<file path="config.mk">
export PLATFORM = sky130hd
export DESIGN_NAME = regfile_mp
export DESIGN_NICKNAME = d
export VERILOG_FILES = /design/src/rtl/regfile_mp.sv
export SDC_FILE = /design/constraint.sdc
export NUM_CORES = 1
export LEC_CHECK = 0
export BUFFER_PORTS_ARGS = -buffer_cell sky130_fd_sc_hd__buf_2
export CORE_ASPECT_RATIO = 1.4
export CORE_MARGIN = 5
export CORE_UTILIZATION = 50
export CTS_CLUSTER_DIAMETER = 150
export DETAILED_ROUTE_END_ITERATION = 8
export PLACE_DENSITY_LB_ADDON = 0.1
export SLEW_MARGIN = 30
export SYNTH_ARGS = -nofsm -noshare
export SYNTH_HDL_FRONTEND = slang
export SYNTH_SLANG_ARGS = --single-unit
</file>
<file path="constraint.sdc">
create_clock -name I_CLK -period 5.2 [get_ports I_CLK]
set_input_delay 0.26 -clock I_CLK [delete_from_list [all_inputs] [get_ports I_CLK]]
set_output_delay 0.26 -clock I_CLK [all_outputs]
set_load 0.02 [all_outputs]
</file>
<file path="src/rtl/regfile_mp.sv">
// regfile_mp
// ----------
// Multi-port register file with a pending-write scoreboard. It has one
// binary-addressed write port and two combinational read ports. Each read
// port can optionally bypass the write in flight. Register 0 can optionally
// be hardwired to zero. Each register has a pending bit, so a multicycle
// operation such as a load can mark its destination busy until the data
// returns.
//
// Parameters:
//   DATA_WIDTH  register width in bits
//   REG_COUNT   number of registers (power of two)
//   ADDR_WIDTH  derived register address width (leave at default)
//   ZERO_REG    1 = register 0 reads as zero and ignores writes and pend-sets
//   BYPASS      1 = a read of the address being written returns I_WR_DATA
//
// Ports:
//   I_CLK, I_NRESET            clock and synchronous active-low reset
//   I_WR_EN/ADDR/DATA          write strobe, address and data
//   I_PEND_SET, I_PEND_ADDR    mark a register as awaiting a write
//   I_RA_ADDR, I_RB_ADDR       read port addresses
//   O_RA_DATA, O_RB_DATA       read port data (combinational)
//   O_RA_PEND, O_RB_PEND       pending bit of the addressed register
//   O_REG_DATA                 flattened stored register contents (debug)
//   O_PEND_MASK                stored pending bit per register
//   O_PEND_COUNT               number of pending registers
//   O_PEND_ERR                 one-cycle pulse: pend-set hit a pending register

module regfile_mp #(
  parameter int DATA_WIDTH = 16,
  parameter int REG_COUNT  = 16,
  parameter int ADDR_WIDTH = $clog2(REG_COUNT),
  parameter int ZERO_REG   = 0,
  parameter int BYPASS     = 1
) (
  input  logic                             I_CLK,
  input  logic                             I_NRESET,
  input  logic                             I_WR_EN,
  input  logic [ADDR_WIDTH-1:0]            I_WR_ADDR,
  input  logic [DATA_WIDTH-1:0]            I_WR_DATA,
  input  logic                             I_PEND_SET,
  input  logic [ADDR_WIDTH-1:0]            I_PEND_ADDR,
  input  logic [ADDR_WIDTH-1:0]            I_RA_ADDR,
  input  logic [ADDR_WIDTH-1:0]            I_RB_ADDR,
  output logic [DATA_WIDTH-1:0]            O_RA_DATA,
  output logic [DATA_WIDTH-1:0]            O_RB_DATA,
  output logic                             O_RA_PEND,
  output logic                             O_RB_PEND,
  output logic [REG_COUNT*DATA_WIDTH-1:0]  O_REG_DATA,
  output logic [REG_COUNT-1:0]             O_PEND_MASK,
  output logic [ADDR_WIDTH:0]              O_PEND_COUNT,
  output logic                             O_PEND_ERR
);

  localparam logic [ADDR_WIDTH:0] COUNT_ONE = 1;

  logic [DATA_WIDTH-1:0] regs [REG_COUNT];
  logic [REG_COUNT-1:0]  pend;
  logic [REG_COUNT-1:0]  pend_next;
  logic [ADDR_WIDTH:0]   pend_count;
  logic                  pend_err;

  logic wr_ok;
  logic pend_ok;
  logic same_addr;
  logic count_inc;
  logic count_dec;
  logic err_next;

  // With a hardwired zero register, writes and pend-sets aimed at
  // address 0 are dropped here. Nothing downstream ever sees them.
  assign wr_ok     = I_WR_EN    && !((ZERO_REG != 0) && (I_WR_ADDR   == '0));
  assign pend_ok   = I_PEND_SET && !((ZERO_REG != 0) && (I_PEND_ADDR == '0));
  assign same_addr = (I_WR_ADDR == I_PEND_ADDR);

  // Compute the next-state pending mask. A write clears its bit, and a
  // pend-set applied afterwards wins on the same address. This covers a
  // new load issued in the same cycle as the old one retires. The count
  // moves by the net change, so it always tracks the popcount. An error
  // is flagged only when the pend-set hits a bit that is still set and
  // that bit is not being retired in the same cycle.
  always_comb begin
    pend_next = pend;
    if (wr_ok) begin
      pend_next[I_WR_ADDR] = 1'b0;
    end
    if (pend_ok) begin
      pend_next[I_PEND_ADDR] = 1'b1;
    end
    count_inc = pend_ok && !pend[I_PEND_ADDR];
    count_dec = wr_ok && pend[I_WR_ADDR] && !(pend_ok && same_addr);
    err_next  = pend_ok && pend[I_PEND_ADDR] && !(wr_ok && same_addr);
  end

  // Update the register array, scoreboard, count and error pulse.
  // Reset is synchronous, and it discards any write or pend-set that is
  // presented in the same cycle.
  always_ff @(posedge I_CLK) begin
    if (!I_NRESET) begin
      for (int i = 0; i < REG_COUNT; i++) begin
        regs[i] <= '0;
      end
      pend       <= '0;
      pend_count <= '0;
      pend_err   <= 1'b0;
    end else begin
      if (wr_ok) begin
        regs[I_WR_ADDR] <= I_WR_DATA;
      end
      pend     <= pend_next;
      pend_err <= err_next;
      if (count_inc && !count_dec) begin
        pend_count <= pend_count + COUNT_ONE;
      end else if (count_dec && !count_inc) begin
        pend_count <= pend_count - COUNT_ONE;
      end
    end
  end

  // Read port A. When the write bypass hits, the port shows the data
  // and the pending bit as they will be after the coming edge.
  always_comb begin
    O_RA_DATA = regs[I_RA_ADDR];
    O_RA_PEND = pend[I_RA_ADDR];
    if ((BYPASS != 0) && wr_ok && (I_RA_ADDR == I_WR_ADDR)) begin
      O_RA_DATA = I_WR_DATA;
      O_RA_PEND = pend_next[I_WR_ADDR];
    end
  end

  // Read port B. It is identical to port A and independent of it.
  always_comb begin
    O_RB_DATA = regs[I_RB_ADDR];
    O_RB_PEND = pend[I_RB_ADDR];
    if ((BYPASS != 0) && wr_ok && (I_RB_ADDR == I_WR_ADDR)) begin
      O_RB_DATA = I_WR_DATA;
      O_RB_PEND = pend_next[I_WR_ADDR];
    end
  end

  // The debug dump always shows stored state and is never bypassed.
  for (genvar g = 0; g < REG_COUNT; g++) begin : g_dump
    assign O_REG_DATA[g*DATA_WIDTH +: DATA_WIDTH] = regs[g];
  end

  assign O_PEND_MASK  = pend;
  assign O_PEND_COUNT = pend_count;
  assign O_PEND_ERR   = pend_err;

endmodule

</file>
* Word-level counts from Yosys, hierarchy flattened *
Memories as Yosys holds them, arrays and structs flattened.
Index checks and enable logic that the tools add are counted.

operators by class
  add/sub/neg operators = 2
  multiply operators = 0
  div/mod/pow operators = 0
  magnitude comparators = 6
  equality and inequality tests = 3
  shift operators = 0
  multiplexer cells = 29
  bitwise logic cells = 3
  reductions and logical operators = 20

operator list
  operator                                                            number
  two-way mux 16 bit                                                  5
  binary-select mux 1 bit (select 4 bit)                              5
  < comparator 4 x 5 -> 1 bit (second input constant)                 4
  bitwise AND 16 bit                                                  1
  inverter 16 bit                                                     1
  OR 16 bit                                                           1
  OR reduction 16 bit                                                 1
  two-way mux 1 bit                                                   14
  logical AND 1 bit                                                   13
  == test 4 bit                                                       3
  two-way mux 5 bit                                                   2
  demux 1 bit (select 4 bit)                                          2
  greater-or-equal comparator 4 x 1 -> 1 bit (second input constant)  2
  adder 5 x 1 -> 5 bit (second input constant)                        1
  zero test 1 bit                                                     5
  subtractor 5 x 1 -> 5 bit (second input constant)                   1
  two-way mux 4 bit                                                   1
  nonzero test 2 bit                                                  1

storage, ports and cells
  register bits after elaboration = 22
  latch bits = 0
  bits in writable memories = 256
  bits in read-only memories = 0
  output and inout bits = 312
  memories = 1

memories
  memory  words  width  read ports  clocked after memory_dff  write ports  RTL line  source
  regs    16     16     18          0                         16           57        logic [DATA_WIDTH-1:0] regs [REG_COUNT];

* Depth between registers and ports, before layout *
Gate-level depths: netlist of the first run.

  word-level depth = 12
  gate-level depth with buffers = 15
  gate-level depth less buffers = 13

* Least setup slack after synthesis of the first run *
No wires, ideal clock.

  path kind = input to register
  from = in I_PEND_ADDR[0]
  to = reg pend_count[4] (netlist: O_PEND_COUNT[4])
  arrival time = 3199 ps
  required time = 5085 ps
  slack = 1887 ps
  stages on the path = 13
  buffers on the path = 1
  cell sequence = buf_1 > mux4_2 > mux4_2 > nor2b_1 > ha_1 > inv_1 > ha_1 > nor2b_1 > o21a_1 > or3_1 > a21oi_1 > xor2_1 > and2_1

on the way
  cells in the longest elaborated chain, start to end = 7
  elaborated cells between the ends (all ways) = 14

RTL lines
  what                                                                                 RTL line  source
  start, declared                                                                      42        input logic [ADDR_WIDTH-1:0] I_PEND_ADDR,
  binary-select mux 1 bit (select 4 bit) / == test 4 bit (equally long branches)       90, 74
  two-way mux 1 bit (not written as such) / logical AND 1 bit (equally long branches)  90, 91
  zero test 1 bit, on equally long branches                                            90, 91
  logical AND 1 bit, on equally long branches                                          90, 91
  zero test 1 bit, on equally long branches                                            114, 112
  logical AND 1 bit, on equally long branches                                          114, 112
  nonzero test 2 bit (no line) / two-way mux 5 bit (equally long branches)             n/a
  end signal, assigned                                                                 113       pend_count <= pend_count + COUNT_ONE;
  end signal, assigned                                                                 115       pend_count <= pend_count - COUNT_ONE;
  end, declared                                                                        60        logic [ADDR_WIDTH:0] pend_count;

Parallel ways exist; a longest one is shown, timed or not. The select of a mux whose other input is x is not followed.
A chain may end at the register's enable or synchronous reset.

* Final worst setup path of the first run *
  from = reg pend[3] (netlist: O_PEND_MASK[3])
  to = reg pend_count[4] (netlist: O_PEND_COUNT[4])

on the way
  cells in the longest elaborated chain, start to end = 7
  elaborated cells between the ends (all ways) = 14

RTL lines
  what                                                              RTL line  source
  start, declared                                                   58        logic [REG_COUNT-1:0] pend;
  start signal, assigned                                            110       pend <= pend_next;
  binary-select mux 1 bit (select 4 bit), on equally long branches  91, 90
  two-way mux 1 bit, on equally long branches                       91, 90
  logical AND 1 bit / zero test 1 bit (equally long branches)       91, 90
  logical AND 1 bit, on equally long branches                       91, 90
  zero test 1 bit, on equally long branches                         112, 114
  logical AND 1 bit, on equally long branches                       112, 114
  two-way mux 5 bit / nonzero test 2 bit (equally long branches)    n/a

Parallel ways exist; a longest one is shown, timed or not. The select of a mux whose other input is x is not followed.

==> metrics.txt, run 1 <==
status completed; synthesis-to-layout area growth 18.4%; Hold Path Depth 2; CTS sink cnt 278; DRC viols 0; largest net degree at the start of global routing 70; Cell Area, Placed 0.0176 mm^2; drt first-iter violations 1048; Post CTS Setup Buffer Count 0; Reg2Reg Setup Slack 1880 ps; multi-input combinational cell area 0.00705 mm^2; Synth Instances 999; CP max stage delay 510 ps; type of origin of the critical path register; Root Buffer clkbuf_16; RSZ-0062 raised after global routing no; Power Density 311 mW/mm^2; Main synth FF type edfxtp_1; CTS tree done; syn nets 1041; Clock Skews 13.1 ps; CTS Hold Bufs 0; syn_area_per_cell 15.6 um^2; synth unique cells 38; hold slack 69.9 ps; Total Wirelength 51300 um; detailed placement HPWL 36700 um; core area 0.0308 mm^2; CP required 5660 ps; Initial Utilization 50.5%; final hold violations 0; Hold Crit Start I_PEND_SET; setup violators final 0; worst hold path type in2reg; Worst IR Drop VDD 0.000268 V; via count 10700; register area 0.00813 mm^2; Mapped Area 0.0156 mm^2; IO buf count 347; DR pass1 iterations 5; global-route wire length before repair 75000 um; gpl congestion 0.966; part of the Yosys area used for sequential elements 52.2%; FF-to-FF Start O_PEND_MASK[3]; Max Cap Violations 0; final period utilization 63.8%; fin nets 1347; Congestion Overflow GR 0; Async S/R FF share, synth 0%; ant diodes 0; Worst Path Buf+Inv 1; crit-path cells mux4_2, mux4_2, nor2b_1, ha_1, inv_1, ha_1, nor2b_1, o21a_1, or3_1, a21oi_1, xor2_1, and2_1; Die Wd 159 um; GR met1 Demand/Resource 38.8%; Slew Limit Fails 0; CTS buffer count 27; Hold EP O_PEND_ERR; Max Clock Freq 302 MHz; H-tree levels 1; static leakage 6.97 nW; Data arrival, critical path 3780 ps; CP max stage cell mux4_2; met2 usage 47.4%; gr usage total 28.8%; final setup slack of the worst path 1880 ps; total negative slack 0 ps; vias in the first global route 10800; Die H 219 um; yosys warns 0; Critical Path Fanout Max 6; Worst Tran Pin Value 1020 ps; reg2reg end O_PEND_COUNT[4]; reg2reg path depth 12; layout cells sized above 1 47.6%; Seq cells post-synth 278; EDFF count, synth 256; worst setup path category reg2reg; setup slack after placement 1690 ps; clk buf depth 3; Finished Cell Area 0.0184 mm^2; clock slew at reported path FFs 70 ps; die area 0.0348 mm^2; vias per cell 6.22; num rows 76; minimum clock period 3320 ps; Post-CTS Resized 0; grt peak-use layer met2; max_slew headroom 31.5%; # IOs 348; CP top delay family multiplexers; WL/cell 29.9 um; Final Power 5.74 mW; met3 usage 7.78%; initial antenna violation count 0; Routed Antenna Nets 0; Worst-Skew Late Latency 530 ps; fillers 2459; Critical Path End Type register
[power breakdown]
group	total [mW]	switching [mW]	internal, mW
sequential	2.70	0.116	2.58
clock	1.93	0.833	1.10
combinational	1.11	0.665	0.449
[cell type report]
class,count,share of cell area [%]
tap,390,2.65
clock inverter,17,0.869
multi-input combinational,631,38.3
timing repair buffer,363,10.3
inverter,4,0.0815
sequential,278,44.1
clock buffer,31,3.75
[placed cells by master, fill, tap and decap left out, types with 5 or more instances in the layout]
master,count
ha_1,5
xnor2_1,8
clkbuf_16,27
dfxtp_1,22
nand2_1,32
nor2b_1,22
mux2_2,34
and2_1,261
mux4_2,180
clkinv_2,8
clkinv_1,5
xor2_1,8
nor2_2,5
a22oi_1,12
buf_2,343
nand2_2,5
nor2_1,16
nand3_1,11
buf_4,16
edfxtp_1,256
[registers in the layout, summed over array words and instances (netlist names)]
name	flops
O_PEND_COUNT	5
O_PEND_ERR	1
O_PEND_MASK	16
regs	256
[cell usage after synthesis, types with 2 or more instances]
library cell  instances  area, um^2
a21oi_1               2        10.0
edfxtp_1            256        7690
ha_1                  5        62.6
nand2_1              37         139
mux4_2              180        4050
o21ai_0               4        20.0
inv_1                 3        11.3
buf_8                 4        60.1
nor4_1                2        12.5
a221oi_1              4        35.0
xor2_1                8        70.1
and2_1              261        1630
a32oi_1               4        35.0
dfxtp_1              22         440
nor3_2                2        20.0
nor2_1               21        78.8
a22oi_1              12        90.1
xnor2_1               8        70.1
buf_1                10        37.5
and3_1                2        12.5
nor2b_1              22         138
buf_2                18        90.1
nand3_1              11        55.1
nand2b_1              2        12.5
nor3b_1               2        15.0
clkbuf_1             51         191
mux2_2               34         383
buf_6                 2        22.5
[cell families after synthesis]
group | Yosys count | share of synthesized area, %
simple gates | 368 | 13.9
flops | 278 | 52.2
mux | 214 | 28.5
buf+inv | 90 | 2.72
compound gates | 27 | 1.27
xor+xnor | 16 | 0.900
fa+ha+maj | 6 | 0.531
[routing by layer]
metal / share of wire, % / vias up
li1: - / 4483
met1: 38 / 5525
met2: 49 / 591
met3: 10 / 59
met4: 2.4 / 0
met5: 0 / -
[how the worst max path moves through the flow]
stage	from	end	slack, ps	depth (start not counted)
2_1_floorplan	I_PEND_ADDR[0]	O_PEND_COUNT[4]	1890	13
3_3_place_gp	I_WR_ADDR[0]	O_PEND_COUNT[4]	1730	13
3_5_place_dp	I_WR_ADDR[0]	O_PEND_COUNT[4]	1690	13
4_1_cts	O_PEND_MASK[3]	O_PEND_COUNT[4]	1890	12
5_1_grt	O_PEND_MASK[3]	O_PEND_COUNT[4]	1730	12
6_report	O_PEND_MASK[3]	O_PEND_COUNT[4]	1880	12
[through the flow]
| stage | std cells | util [%] |
|---|---|---|
| floorplan | 999 | - |
| global placement | 1666 | 57.0 |
| detailed placement | 1666 | 57.0 |
| CTS | 1714 | 59.8 |
| global route | 1714 | 59.8 |
| finish | 1714 | 59.8 |
(Power assumes the default switching activity.)
==> run 2, diff against run 1 <==
==> constraint.sdc (replaced) <==
create_clock -name I_CLK -period 3.2 [get_ports I_CLK]
set_input_delay 0.16 -clock I_CLK [delete_from_list [all_inputs] [get_ports I_CLK]]
set_output_delay 0.16 -clock I_CLK [all_outputs]
set_load 0.02 [all_outputs]
==> metrics.txt, run 2 (same netlist as run 1, synthesis figures left out) <==
Final Util 61.5%; largest net degree at the start of global routing 30; fillers 2379; Sw Share 28.0%; detailed placement HPWL 38900 um; Die H 219 um; drt first-iter violations 1230; ant diodes 0; CTS buffer count 28; CP max stage cell mux4_2; share of total power in combinational logic 19.5%; CP top delay family multiplexers; critical path launch point O_PEND_MASK[11]; P_int 6.93 mW; Hold Path Depth 2; register area 0.00814 mm^2; Cell Area, Placed 0.0180 mm^2; switching power 2.69 mW; layout cells sized above 1 49.7%; Worst Tran Pin Value 972 ps; Total Wirelength 52700 um; fin nets 1396; most frequent cells in the layout buf_2, and2_1, edfxtp_1; Congestion Overflow GR 0; CP max stage delay 480 ps; Worst Path Buf+Inv 2; Slew Limit Fails 0; Max Cap Violations 0; setup slack after placement 1.85 ps; gr usage total 29.5%; via count 11000; CTS Hold Bufs 0; vias in the first global route 10900; Post CTS Setup Buffer Count 0; vias per cell 6.21; worst setup path category reg2reg; FF-to-FF Start O_PEND_MASK[11]; Max Clock Freq 324 MHz; Top reg by flops regs; CTS tree done; IO buf count 347; WL/cell 29.8 um; DRC viols 0; multi-input combinational cell area 0.00706 mm^2; reg2reg path depth 12; core area 0.0308 mm^2; minimum clock period 3090 ps; DR pass1 iterations 5; status completed; Largest register FFs 256; H-tree levels 1; Initial Utilization 50.5%; Clock Skews 3.13 ps; commonest non-fill, non-tap cell in the layout buf_2; clock slew at reported path FFs 70 ps; type of origin of the critical path register; Root Buffer clkbuf_16; CTS sink cnt 278; final hold violations 0; clock network power share 35.1%; crit-path cells mux4_2, mux4_2, nor2b_1, ha_2, inv_2, buf_4, ha_2, o21a_1, or3_1, a21oi_2, xor2_1, and2_1; clk buf depth 3; Finished Cell Area 0.0190 mm^2; Reg2Reg Setup Slack 110 ps; final period utilization 96.5%; final setup slack of the worst path 112 ps; gpl congestion 0.977; Routed Antenna Nets 0; max_slew headroom 35.1%; register share of total power 45.4%; die area 0.0348 mm^2; initial antenna violation count 0; Worst IR Drop VDD 0.000371 V; Worst-Skew Late Latency 540 ps; global-route wire length before repair 76000 um; CP endpoint O_PEND_COUNT[4]; Power Density 508 mW/mm^2; Die Wd 159 um; number of cells on the critical path 12; synthesis-to-layout area growth 21.8%; CP required 3690 ps; Data arrival, critical path 3580 ps; Critical Path Fanout Max 6; worst hold path type in2reg; setup violators final 0; # IOs 348; Critical Path End Type register; num rows 76; reg2reg end O_PEND_COUNT[4]; static leakage 7.27 nW
run 2: cell count changes in the layout (fill, tap and decap cells not counted), moves of 4 or more:
| cell | change |
|---|---|
| nand2_2 | -5 |
| ha_1 | -4 |
| dfxtp_2 | +5 |
| nor2_1 | +5 |
| buf_12 | +5 |
| nor2_2 | -5 |
| dfxtp_1 | -6 |
| buf_4 | +45 |
| nand2_1 | +5 |
run 2: cell type report:
cell class / instances / area share (%)
timing repair buffer: 411 / 12.2
multi-input combinational: 631 / 37.2
sequential: 278 / 42.9
tap: 390 / 2.57
clock inverter: 21 / 1.10
clock buffer: 31 / 3.87
inverter: 4 / 0.0792
run 2: worst min path at each step:
stage	start	to	slack (ps)
after floorplan	I_PEND_SET	O_PEND_ERR	330
after global placement	I_PEND_SET	O_PEND_ERR	560
after detailed placement	I_PEND_SET	O_PEND_ERR	570
after CTS	I_PEND_SET	O_PEND_ERR	8
after global routing	I_PEND_SET	O_PEND_ERR	20
final	I_PEND_SET	O_PEND_ERR	20
run 2: per-stage QoR:
stage / hold slack [ps] / power [mW] / instances / TNS (ps)
floorplan: 331 / 5.58 / 999 / 0
global placement: 564 / 6.28 / 1714 / 0
detailed placement: 570 / 6.31 / 1714 / 0
CTS: 8.36 / 9.64 / 1766 / 0
global route: 17.3 / 9.92 / 1766 / -20.1
finish: 24.8 / 9.63 / 1766 / 0
run 2: power by group through the flow:
stage | Sequential [mW] | Combinational, mW | Clock, mW
3_5_place_dp | 4.45 | 1.86 | 0
3_3_place_gp | 4.44 | 1.85 | 0
2_1_floorplan | 4.67 | 0.905 | 0
6_report | 4.38 | 1.88 | 3.38
5_1_grt | 4.40 | 1.96 | 3.55
4_1_cts | 4.37 | 1.87 | 3.40
run 2: timing repair:
item | in CTS | in global routing
hold endpoints to repair | 0 | 0
setup endpoints to repair | 0 | 1
resized for setup | 0 | 13
run 2: layer usage:
layer / up-vias / wire (um) / track usage, %
met5: - / 0 / 0
met4: 0 / 1820 / 9.19
met3: 84 / 5770 / 8.62
met2: 697 / 25700 / 48.4
met1: 5600 / 19400 / 38.4
li1: 4579 / - / -
==> run 3, diff against run 2 <==
--- a/config.mk
+++ b/config.mk
@@ -5,6 +5,8 @@
 export SDC_FILE = /design/constraint.sdc
 export NUM_CORES = 1
 export LEC_CHECK = 0
+export ABC_AREA = 1
+export ABC_CLOCK_PERIOD_IN_PS = 3200
 export BUFFER_PORTS_ARGS = -buffer_cell sky130_fd_sc_hd__buf_2
 export CORE_ASPECT_RATIO = 1.4
 export CORE_MARGIN = 5
==> metrics.txt, run 3 <==
status completed; most frequent cells in the layout nor2_1, buf_2, o21ai_0; share of the synthesized area in the top cell type 48.2%; post-synth top area cell edfxtp_1; CTS sink cnt 278; combinational family with the most area after synthesis compound AO/OA/AOI/OAI gates; Max Clock Freq 373 MHz; num rows 77; initial antenna violation count 0; Post CTS Setup Buffer Count 0; part of the Yosys area used for sequential elements 51.0%; drt first-iter violations 2341; share of total power in combinational logic 19.5%; syn_area_per_cell 8.31 um^2; crit-path cells inv_1, o22ai_1, o21ai_0, o2111ai_1, nand3_1, ha_1, inv_1, ha_1, a21oi_1, o21bai_1, a21oi_1, o21ai_0, o21ai_0, a21oi_1; Routed Antenna Nets 0; switching power 3.10 mW; worst setup path category reg2reg; Total Wirelength 68800 um; gpl congestion 0.941; register share of total power 44.5%; IO buf count 347; vias per cell 6.27; Main synth FF type edfxtp_1; clk buf depth 3; max_slew headroom 33.6%; Seq cells post-synth 278; Final Util 60.3%; Sw Share 31.6%; H-tree levels 1; yosys warns 0; syn nets 1961; EDFF count, synth 256; die area 0.0356 mm^2; Post-CTS Resized 0; Worst Tran Pin Value 995 ps; Top reg by flops regs; adder-cell share of the synthesized area 0.518%; core area 0.0315 mm^2; synth unique cells 36; Synth Instances 1919; Mapped Area 0.0159 mm^2; DR pass1 iterations 6; CTS Hold Bufs 3; Async S/R FF share, synth 0%; clock network power share 36.0%; Power Density 516 mW/mm^2; largest net degree at the start of global routing 99; Synth Area in Simple Gates 16.9%; Critical Path Fanout Max 6; Initial Utilization 50.6%; Slew Limit Fails 0; Critical Path End Type register; total negative slack 0 ps; Data arrival, critical path 3160 ps; final period utilization 83.8%; final cell count without fillers 2617; CP max stage cell dfxtp_1; RSZ-0062 raised after global routing no; commonest non-fill, non-tap cell in the layout nor2_1; CTS buffer count 29; # IOs 348; synthesis-to-layout area growth 19.2%; Worst-Skew Late Latency 590 ps; ant diodes 0; WL/cell 26.3 um; Synth Area in XOR/XNOR 0.275%; clock slew at reported path FFs 60 ps; Reg2Reg Setup Slack 520 ps; fin nets 2242; Cell Area, Placed 0.0180 mm^2; gr usage total 37.0%; hold slack 21.1 ps; detailed placement HPWL 48800 um; CP max stage delay 430 ps; static leakage 7.86 nW; layout cells sized above 1 21.6%; Synth top cells by count nor2_1, o21ai_0, edfxtp_1; post-synthesis compound-gate area fraction 23.3%; Die Wd 161 um; Largest register FFs 256; top post-synthesis cells by area edfxtp_1, nor2_1, o21ai_0, o211ai_1, a21oi_1; Congestion Overflow GR 0; CTS tree done; type of origin of the critical path register; Die H 221 um; vias in the first global route 15500; dpl cells 2561; via count 16400; minimum clock period 2680 ps; Finished Cell Area 0.0190 mm^2; global-route wire length before repair 100000 um; CP required 3670 ps; Clock Skews 5.36 ps; setup violators final 0; Worst IR Drop VDD 0.000489 V; worst hold path type in2reg; P_int 6.71 mW; mux share of post-synthesis cell area 0%; Root Buffer clkbuf_16; top-count cell post-synth nor2_1; DRC viols 0; Max Cap Violations 0; final hold violations 0
-- run 3: changes by cell type in the layout (fill, tap and decap cells not counted), moves of 34 or more --
cell and change:
nand2_1 +119, o21ai_0 +284, mux2_2 -34, inv_1 +141
and2_1 -261, a21oi_1 +167, nor2_1 +375, o211ai_1 +128
nand3_1 +71, mux4_2 -180
-- run 3: stage by stage --
| stage | total power, mW | setup WS [ps] |
|---|---|---|
| 2_1_floorplan | 5.51 | 779 |
| 3_3_place_gp | 6.29 | 448 |
| 3_5_place_dp | 6.32 | 406 |
| 4_1_cts | 9.77 | 573 |
| 5_1_grt | 10.1 | 292 |
| 6_report | 9.81 | 519 |
-- run 3: final timing paths --
check                  start               to  cells after the start
max           O_PEND_MASK[0]  O_PEND_COUNT[4]                     14
min           I_PEND_ADDR[3]   O_PEND_MASK[5]                      4
max reg2reg   O_PEND_MASK[0]  O_PEND_COUNT[4]                     14
min reg2reg  O_PEND_COUNT[4]  O_PEND_COUNT[4]                      2
-- run 3: worst max-delay path: cells and delay by family, from the launching register on --
| kind | cells | cell delay [ps] |
|---|---|---|
| fa+ha+maj | 2 | 530 |
| simple gates | 1 | 140 |
| flops | 1 | 430 |
| compound gates | 9 | 1190 |
| buf+inv | 2 | 270 |
-- run 3: layout make-up --
cell class	count	area [um^2]
clock buffer	37	756
fill	2826	12500
timing repair buffer	411	2290
inverter	154	578
sequential	278	8130
multi-input combinational	1326	6540
tap	395	494
clock inverter	16	211
-- run 3: logic make-up after synthesis --
| logic type | Yosys count |
|---|---|
| XOR/XNOR | 5 |
| AO/OA/AOI/OAI | 660 |
| flip-flops | 278 |
| adder cells (fa/ha/maj) | 6 |
| AND/OR/NAND/NOR | 655 |
| buffers and inverters | 315 |
-- run 3: power groups by stage --
| stage | clock network (mW) | logic (mW) | registers (mW) |
|---|---|---|---|
| 2_1_floorplan | 0 | 0.860 | 4.65 |
| 3_3_place_gp | 0 | 1.86 | 4.43 |
| 3_5_place_dp | 0 | 1.88 | 4.43 |
| 4_1_cts | 3.52 | 1.89 | 4.36 |
| 5_1_grt | 3.67 | 2.03 | 4.38 |
| 6_report | 3.53 | 1.92 | 4.36 |
-- run 3: per-layer routing --
metal	wire, um	global-route usage (%)	vias up
met2	32800	61.7	1169
li1	-	-	7260
met1	24400	46.2	7809
met4	4210	19.4	0
met5	0	0	-
met3	7390	5.96	175
